<file path="src/rtl/man_alu_pipe.sv">
// rtl/man_alu_pipe.sv - two-stage mantissa add/subtract unit with valid/ready handshake; optional o_lzc under MAN_ALU_LZC_EN
module man_alu_pipe #(
    parameter int NUM_OP   = 1,
    parameter int SIZE_MAN = 28,
    parameter int LZC_W    = $clog2(SIZE_MAN + 1)
) (
    input  logic                i_clk,
    input  logic                i_rst_n,
    input  logic                i_valid,
    output logic                o_ready,
    input  logic [NUM_OP-1:0]   i_fpu_op,
    input  logic                i_sign_max,
    input  logic                i_sign_min,
    input  logic [SIZE_MAN-1:0] i_man_max,
    input  logic [SIZE_MAN-1:0] i_man_min,
    output logic                o_valid,
    input  logic                i_ready,
    output logic [SIZE_MAN-1:0] o_man_alu,
    output logic                o_overflow,
    output logic                o_eff_sub,
    output logic                o_zero
`ifdef MAN_ALU_LZC_EN
    ,
    output logic [LZC_W-1:0]    o_lzc
`endif
);

    // Stage valid bits and S1 operand registers
    logic                v1;
    logic                v2;
    logic [SIZE_MAN-1:0] s1_max;
    logic [SIZE_MAN-1:0] s1_min;
    logic                s1_eff_sub;

    logic eff_sub_in;
    logic advance2;
    logic accept;

    // Like signs subtract under SUB; unlike signs subtract under ADD.
    assign eff_sub_in = i_fpu_op[0] ? ~(i_sign_max ^ i_sign_min) : (i_sign_max ^ i_sign_min);

    // S1 may move into S2 when S2 is empty or its result is being consumed.
    assign advance2 = v1 && (!v2 || i_ready);
    assign o_ready  = !v1 || advance2;
    assign accept   = i_valid && o_ready;
    assign o_valid  = v2;

    // S1: capture operands on accept, empty when its content moves on
    always_ff @(posedge i_clk) begin
        if (!i_rst_n) begin
            v1         <= 1'b0;
            s1_max     <= '0;
            s1_min     <= '0;
            s1_eff_sub <= 1'b0;
        end else if (accept) begin
            v1         <= 1'b1;
            s1_max     <= i_man_max;
            s1_min     <= i_man_min;
            s1_eff_sub <= eff_sub_in;
        end else if (advance2) begin
            v1         <= 1'b0;
        end
    end

    // S2 arithmetic: max + min, or max + ~min + 1 for an effective subtract
    logic [SIZE_MAN-1:0] addend;
    logic [SIZE_MAN:0]   sum_full;
    logic [SIZE_MAN-1:0] sum;
    logic                carry;
    logic                ov_next;
    logic                zero_next;

    // Combinational adder feeding the S2 registers
    always_comb begin
        addend    = s1_eff_sub ? ~s1_min : s1_min;
        sum_full  = {1'b0, s1_max} + {1'b0, addend} + {{SIZE_MAN{1'b0}}, s1_eff_sub};
        carry     = sum_full[SIZE_MAN];
        sum       = sum_full[SIZE_MAN-1:0];
        // The subtract carry is the two's-complement artefact, not an overflow.
        ov_next   = !s1_eff_sub && carry;
        zero_next = (sum == '0) && !ov_next;
    end

`ifdef MAN_ALU_LZC_EN
    // Leading-zero count scanning from the MSB; an all-zero word yields SIZE_MAN.
    function automatic logic [LZC_W-1:0] count_lz(input logic [SIZE_MAN-1:0] value);
        logic [LZC_W-1:0] n;
        logic             found;
        n     = '0;
        found = 1'b0;
        for (int i = SIZE_MAN - 1; i >= 0; i--) begin
            if (!found) begin
                if (value[i]) begin
                    found = 1'b1;
                end else begin
                    n = n + LZC_W'(1);
                end
            end
        end
        return n;
    endfunction

    logic [LZC_W-1:0] lzc_next;

    // On overflow the normaliser shifts right, so no left-shift amount is reported.
    always_comb begin
        lzc_next = ov_next ? '0 : count_lz(sum);
    end
`endif

    // S2: register results on advance, hold while the consumer stalls
    always_ff @(posedge i_clk) begin
        if (!i_rst_n) begin
            v2         <= 1'b0;
            o_man_alu  <= '0;
            o_overflow <= 1'b0;
            o_eff_sub  <= 1'b0;
            o_zero     <= 1'b0;
`ifdef MAN_ALU_LZC_EN
            o_lzc      <= '0;
`endif
        end else if (advance2) begin
            v2         <= 1'b1;
            o_man_alu  <= sum;
            o_overflow <= ov_next;
            o_eff_sub  <= s1_eff_sub;
            o_zero     <= zero_next;
`ifdef MAN_ALU_LZC_EN
            o_lzc      <= lzc_next;
`endif
        end else if (i_ready) begin
            v2         <= 1'b0;
        end
    end

endmodule

</file>
<file path="config.mk">
export PLATFORM = sky130hd
export DESIGN_NAME = man_alu_pipe
export DESIGN_NICKNAME = d
export VERILOG_FILES = /design/src/rtl/man_alu_pipe.sv
export SDC_FILE = /design/constraint.sdc
export NUM_CORES = 1
export LEC_CHECK = 0
export BUFFER_PORTS_ARGS = -buffer_cell sky130_fd_sc_hd__buf_2
export CAP_MARGIN = 40
export CORE_UTILIZATION = 50
export DETAILED_ROUTE_END_ITERATION = 16
export PLACE_DENSITY = 0.8
export SYNTH_ARGS = -nofsm -noshare
export SYNTH_HDL_FRONTEND = slang
export SYNTH_SLANG_ARGS = --single-unit
</file>
<file path="constraint.sdc">
create_clock -name i_clk -period 11.5 [get_ports i_clk]
set_clock_uncertainty 0.2 [all_clocks]
set_input_delay 2.3 -clock i_clk [delete_from_list [all_inputs] [get_ports i_clk]]
set_output_delay 2.3 -clock i_clk [all_outputs]
set_load 0.03 [all_outputs]
</file>
Yosys cells after proc, flatten, opt, wreduce, memory -nomap -nowiden:

Index checks and enable logic that the tools add are counted.

* register bits: 90
* input port bits: 63
* output and inout port bits: 33
* logic and storage cells: 33

* add/subtract/negate cells: 2
* mux-type cells: 6
* bitwise operators: 3
* reduce and logical (&&, ||, !) cells: 13

Operator list (number)
* 28-bit by 28-bit adder with 29-bit output: 1
* 29-bit by 1-bit adder with 29-bit output: 1
* 28-bit logical NOT: 1
* 28-bit 2-to-1 mux: 1
* 28-bit inverter: 1
* 1-bit 2-to-1 mux: 5
* 1-bit logical AND: 4
* 1-bit logical NOT: 4
* 2-bit nonzero test: 2
* 1-bit logical OR: 2
* 1-bit inverter: 1
* 1-bit XOR: 1

Logic depth before layout (Yosys ltp):

Gate-level depths: netlist (run 1).

* word-level depth: 7
* gate-level depth with buffers: 14
* gate-level depth less buffers: 12

Least setup slack after synthesis (run 1):

OpenSTA, ideal clock, no wires.

* path type: input-to-output
* start point: input port i_ready
* end point: output port o_ready
* arrival time: 2.759 ns
* required time: 9.000 ns
* path slack: 6.241 ns
* stages on the path: 2
* path buffers: 0
* cells stage by stage: nor2b_1 -> nand2_1

* word-level cells in the longest chain between the ends: 3

RTL lines
* start, declared: line 17 `input logic i_ready,`
* 1-bit logical OR: line 43 `assign advance2 = v1 && (!v2 || i_ready);`
* 1-bit logical AND: line 43
* 1-bit logical OR: line 44 `assign o_ready = !v1 || advance2;`
* end, declared: line 10 `output logic o_ready,`

Every way passes these cells.

Worst setup path in the final report (run 1):

Same ends and word-level chain as after synthesis.

==> metrics.yaml, run 1 <==
floorplanning:
  initial_core_util: 0.514
  fp.dieW_um: 102
  dieArea_mm2: 0.0105
  pin_count: 96
  dieHeight_um: 102
  rows: 36
  coreArea_mm2: 0.00977
clocking:
  cts_hold_buf: 0
  clock_path_buffers: 2
  postCtsSetupRepairBufs: 0
  cts_sinks: 90
  clock_latency_ns: 0.37
  root_buffer: "clkbuf_8"
  cts_tree: "done"
  cts_htree_levels: 3
  numCtsBuffers: 9
  path_clk_slew_ns: 0.08
  cts_resized: 0
power_and_ir_drop:
  power.leakage_nw: 2.58
  pwr_density_cell_mw_per_mm2: 136
  power_mw: 0.791
  ir_drop_v: 0.0000806
synthesis:
  synth-edff-count: 0
  synth_seq_cells: 90
  synth_fa_ha_area_frac: 0.0712
  synth-compound-area-share: 0.216
  netlist-cell-type-count: 62
  synth_cells: 653
  synthSimpleGateAreaFrac: 0.230
  synth_top_flop_cell: "dfxtp_1"
  synth_warnings: 0
  synthMuxAreaShare: 0.00896
  synth-async-reset-ratio: 0
  synth_fp_nets: 744
  synth_area_mm2: 0.00503
  yosys.area_share.xor_xnor: 0.0871
  synth.yosys.seq_area_share: 0.358
  syn_avg_cell_area_um2: 7.70
  synth_top_family_by_area: "simple AND/OR/NAND/NOR gates"
sta:
  finalCriticalPeriod_ns: 5.54
  fin_ws_ns: 5.96
  finalCritPeriodShare: 0.481
  hold_slack_ns: 0.253
  setup_viol: 0
  finalMaxSlewViolations: 0
  rsz0062_at_grt: "no"
  max_slew.worst_pin.slew_ns: 0.591
  hold_violations: 0
  relSlewSlack: 0.601
  fmax_ghz: 0.181
  final.setup.tns_ns: 0
detailed_routing:
  first_pass_iters: 6
  drc_errors: 0
  routedWlPerCell_um: 13.8
  first_iter_violations: 215
  avgViaCountPerCell: 5.36
  detail-route-antenna-nets: 0
  dr_total_vias: 4659
  routed_wl_mm: 12.0
placement:
  dp_cells: 854
  io_buffers: 95
  placed_cell_area_mm2: 0.00560
  pre_cts_ws_ns: 5.98
  hpwl_mm: 9.31
  gp_congestion: 0.938
worst_setup_path:
  path_delay_family: "simple AND/OR/NAND/NOR gates"
  arrival_ns: 3.04
  crit_chain: "buf_2 -> nor2b_1 -> nand2_1 -> buf_2"
  cpMaxStageDelayCell: "nor2b_1"
  crit_top_cell: "buf_2"
  required_ns: 9.00
  worst-path-buf-inv: 2
  cp-end-kind: "output port"
  cp-start-kind: "input pin"
  cp_max_fo: 5
  slowest_delay_ns: 0.28
  worstSetupPathType: "in -> out"
status:
  status: "finished clean"
global_routing:
  grt_max_degree: 58
  grt_pass1_vias: 4107
  antenna_found_initial: 0
  overflow: 0
  track_usage: 0.239
  grt_pass1_wl_mm: 19.7
layout:
  mostFrequentLayoutCell: "nand2_1"
  layout.cells.non_filler: 870
  area_delta_synth_final_pct: 15.9
  drive_gt1_frac: 0.183
  design_area_mm2: 0.00583
  layout_common_cells: "nand2_1, a21oi_1, buf_2"
  num-fill-cells: 916
  fin_util: 0.596
  n_antenna_cell: 0
  final_nets: 823
min_path:
  min_path_type: "reg -> reg"
flow_run:
  maxCapViolations: 0
-- registers in the layout (all words and copies together) (netlist names) --
signal,count
o_valid,1
s1_eff_sub,1
o_man_alu,28
s1_max,28
o_eff_sub,1
o_overflow,1
v1,1
o_zero,1
s1_min,28
-- worst register-to-register path: cells and delay by family, from the launching register on --
family | cells | cell delay (ns)
AOI/OAI and AO/OA | 4 | 1.01
xor gates and xnor gates | 2 | 0.40
adders and majority gates | 1 | 0.44
buffers and inverters | 2 | 0.49
DFF | 1 | 0.32
and+or+nand+nor | 4 | 0.86
-- power by group --
part	internal, mW	switching (mW)
Clock	0.129	0.113
Combinational	0.0776	0.130
Sequential	0.331	0.0111
-- layer usage --
| metal | track usage | share of wire |
|---|---|---|
| met4 | 0.0758 | 0.0091 |
| met1 | 0.361 | 0.53 |
| met3 | 0.0342 | 0.036 |
| met2 | 0.348 | 0.43 |
| met5 | 0 | 0 |
-- worst paths after layout --
| kind | start | end | slack [ns] | cells past startpoint |
|---|---|---|---|---|
| setup / recovery | i_ready | o_ready | 5.96 | 4 |
| hold / removal | o_man_alu[23] | o_man_alu[23] | 0.25 | 2 |
| setup reg to reg | s1_eff_sub | o_zero | 7.74 | 13 |
| hold reg to reg | o_man_alu[23] | o_man_alu[23] | 0.25 | 2 |
-- cell type report --
class / instances / area, um^2 / area share
Inverter: 4 / 15.0 / 0.00258
Multi-Input combinational cell: 526 / 3080 / 0.529
Timing Repair Buffer: 101 / 533 / 0.0915
Clock inverter: 6 / 90.1 / 0.0155
Clock buffer: 10 / 138 / 0.0236
Tap cell: 133 / 166 / 0.0286
Sequential cell: 90 / 1800 / 0.309
-- logic make-up after synthesis --
family,count (synthesis)
and+or+nand+nor,266
AOI/OAI and AO/OA,178
DFF,90
xor gates and xnor gates,50
buffers and inverters,37
adders and majority gates,28
muxes,4
-- synthesized netlist by cell type (2+ instances only) --
cell	count	area, um^2
nor4b_1	2	17.5
dfxtp_1	90	1800
and2_1	5	31.3
o21ai_0	20	100
mux2i_1	2	20.0
buf_1	3	11.3
nor3_1	12	60.1
xor2_1	34	298
xnor2_1	16	140
a21boi_0	2	15.0
a21o_1	2	15.0
a211o_1	2	17.5
a31oi_1	2	12.5
a211oi_2	3	37.5
a21oi_1	99	495
nand4_1	5	31.3
o21ai_1	6	30.0
a21oi_2	3	26.3
nand4b_1	2	17.5
buf_2	3	15.0
nor4_1	2	12.5
a211oi_1	6	45.0
ha_1	27	338
o211ai_1	4	30.0
nand3_1	6	30.0
nor2b_1	3	18.8
o21a_1	11	82.6
clkbuf_1	27	101
nand2_1	159	597
and3_1	4	25.0
and2b_1	2	15.0
or3_1	5	31.3
nor2_1	48	180
inv_1	4	15.0
o21bai_1	2	15.0
nand2b_1	3	18.8
o2111ai_2	2	30.0
Power figures use the tool's default switching activity.
==> run 2, diff against run 1 <==
Clock period 11.5 ns to 5.2 ns, I/O delays scaled along.
==> metrics.yaml, run 2 (synthesized netlist as in run 1, its figures left out) <==
sta:
  final.setup.tns_ns: 0  # unchanged
  fin_ws_ns: 1.44  # -4.53 ns
  max_slew.worst_pin.slew_ns: 0.806  # +0.215 ns
  fmax_ghz: 0.266
  rsz0062_at_grt: "no"
  hold_violations: 0  # unchanged
  finalCriticalPeriod_ns: 3.76
  setup_viol: 0  # unchanged
  finalCritPeriodShare: 0.724
  relSlewSlack: 0.463  # -0.138
  finalMaxSlewViolations: 0  # unchanged
clocking:
  numCtsBuffers: 9  # unchanged
  cts_sinks: 90  # unchanged
  path_clk_slew_ns: 0.10  # +0.02 ns
  clock_latency_ns: 0.38  # about the same
  root_buffer: "clkbuf_8"
  postCtsSetupRepairBufs: 0  # unchanged
  cts_htree_levels: 3  # unchanged
  cts_tree: "done"
  clock_path_buffers: 2  # unchanged
  cts_hold_buf: 0  # unchanged
  cts_resized: 0  # unchanged
detailed_routing:
  detail-route-antenna-nets: 0  # unchanged
  routed_wl_mm: 12.4  # +2.7%
  drc_errors: 0  # unchanged
  dr_total_vias: 4702  # +0.92%
  first_pass_iters: 5  # -1
  avgViaCountPerCell: 5.40  # +0.92%
  first_iter_violations: 170  # -21%
  routedWlPerCell_um: 14.2  # +2.7%
floorplanning:
  dieArea_mm2: 0.0105  # unchanged
  initial_core_util: 0.514  # unchanged
  rows: 36  # unchanged
  pin_count: 96  # unchanged
  fp.dieW_um: 102  # unchanged
  coreArea_mm2: 0.00977  # unchanged
  dieHeight_um: 102  # unchanged
global_routing:
  track_usage: 0.246  # +0.00603
  grt_max_degree: 85  # +47%
  overflow: 0  # unchanged
  grt_pass1_vias: 4225  # +2.9%
  antenna_found_initial: 0  # unchanged
  grt_pass1_wl_mm: 20.1  # +1.6%
layout:
  layout_common_cells: "nand2_1, a21oi_1, buf_2"
  n_antenna_cell: 0  # unchanged
  area_delta_synth_final_pct: 16.6
  mostFrequentLayoutCell: "nand2_1"
  num-fill-cells: 914  # -0.22%
  final_nets: 823  # unchanged
  reg_top3: "o_man_alu x28, s1_max x28, s1_min x28"
  design_area_mm2: 0.00586  # +0.56%
  drive_gt1_frac: 0.183  # unchanged
worst_setup_path:
  cp-start-kind: "flip-flop"
  cp_max_fo: 9  # +4
  arrival_ns: 3.88  # +0.84 ns
  required_ns: 5.31  # -3.69 ns
  cp-end-kind: "flip-flop"
  worstSetupPathType: "reg -> reg"
flow_run:
  maxCapViolations: 0  # unchanged
power_and_ir_drop:
  ir_drop_v: 0.000136  # +69%
  power.leakage_nw: 2.59  # +0.45%
  pwr_density_cell_mw_per_mm2: 309  # +130%
placement:
  io_buffers: 95  # unchanged
  gp_congestion: 0.958  # +2.2%
  hpwl_mm: 9.52  # +2.2%
  pre_cts_ws_ns: 1.58  # -4.39 ns
  placed_cell_area_mm2: 0.00561  # +0.22%
status:
  status: "finished clean"
min_path:
  min_path_type: "reg -> reg"
[run 2: cell types whose count changed in the layout (fill, tap and decap cells not counted), sizes merged]
cell	previous run	this run
clkinv	3	0
inv	4	7
bufinv	2	3
clkbuf	10	9
[run 2: metrics by stage]
step / utilization / cells / hold slack [ns] / total power, mW
CTS: 0.599 / 870 / 0.257 / 1.81
detailed placement: 0.574 / 854 / 0.244 / 1.23
global route: 0.599 / 870 / 0.284 / 1.90
floorplan: - / 653 / 0.241 / 1.10
finish: 0.599 / 870 / 0.259 / 1.81
global placement: 0.572 / 853 / 0.242 / 1.22
[run 2: layer usage]
| layer | vias to the layer above | GRT usage | routed length (um) |
|---|---|---|---|
| li1 | 2409 | - | - |
| met1 | 2137 | 0.348 | 6350 |
| met2 | 137 | 0.378 | 5280 |
| met3 | 19 | 0.0335 | 527 |
| met4 | 0 | 0.0923 | 213 |
| met5 | - | 0 | 0 |
[run 2: area by class of cell]
cell class                 instances  area (um^2)  area share
clock buffer                       9          124      0.0211
sequential                        90         1800       0.307
timing repair buffer             101          546      0.0931
inverter                           4         15.0     0.00256
tap                              133          166      0.0284
multi-input combinational        526         3080       0.526
clock inverter                     7          124      0.0211
[run 2: final timing paths]
check,start,to,slack (ns),cells past startpoint
setup / recovery,s1_eff_sub,o_zero,1.44,12
hold reg to reg,o_eff_sub,o_eff_sub,0.26,2
hold / removal,o_eff_sub,o_eff_sub,0.26,2
setup reg to reg,s1_eff_sub,o_zero,1.44,12
[run 2: worst max-delay path: stages (launching register included)]
cell and delay (ns):
dfxtp_1 0.64, xor2_1 0.28, inv_1 0.10, fa_1 0.43
and2b_1 0.25, o2111ai_2 0.18, a21oi_2 0.28, nor2_1 0.11
o311a_1 0.37, xnor2_1 0.15, nand4b_1 0.19, nor4_1 0.32
a31o_1 0.18
[run 2: power by group]
part	switching, mW	total, mW	internal (mW)
combinational	0.285	0.459	0.173
sequential	0.0286	0.760	0.731
clock	0.265	0.590	0.324
total	0.579	1.81	1.23
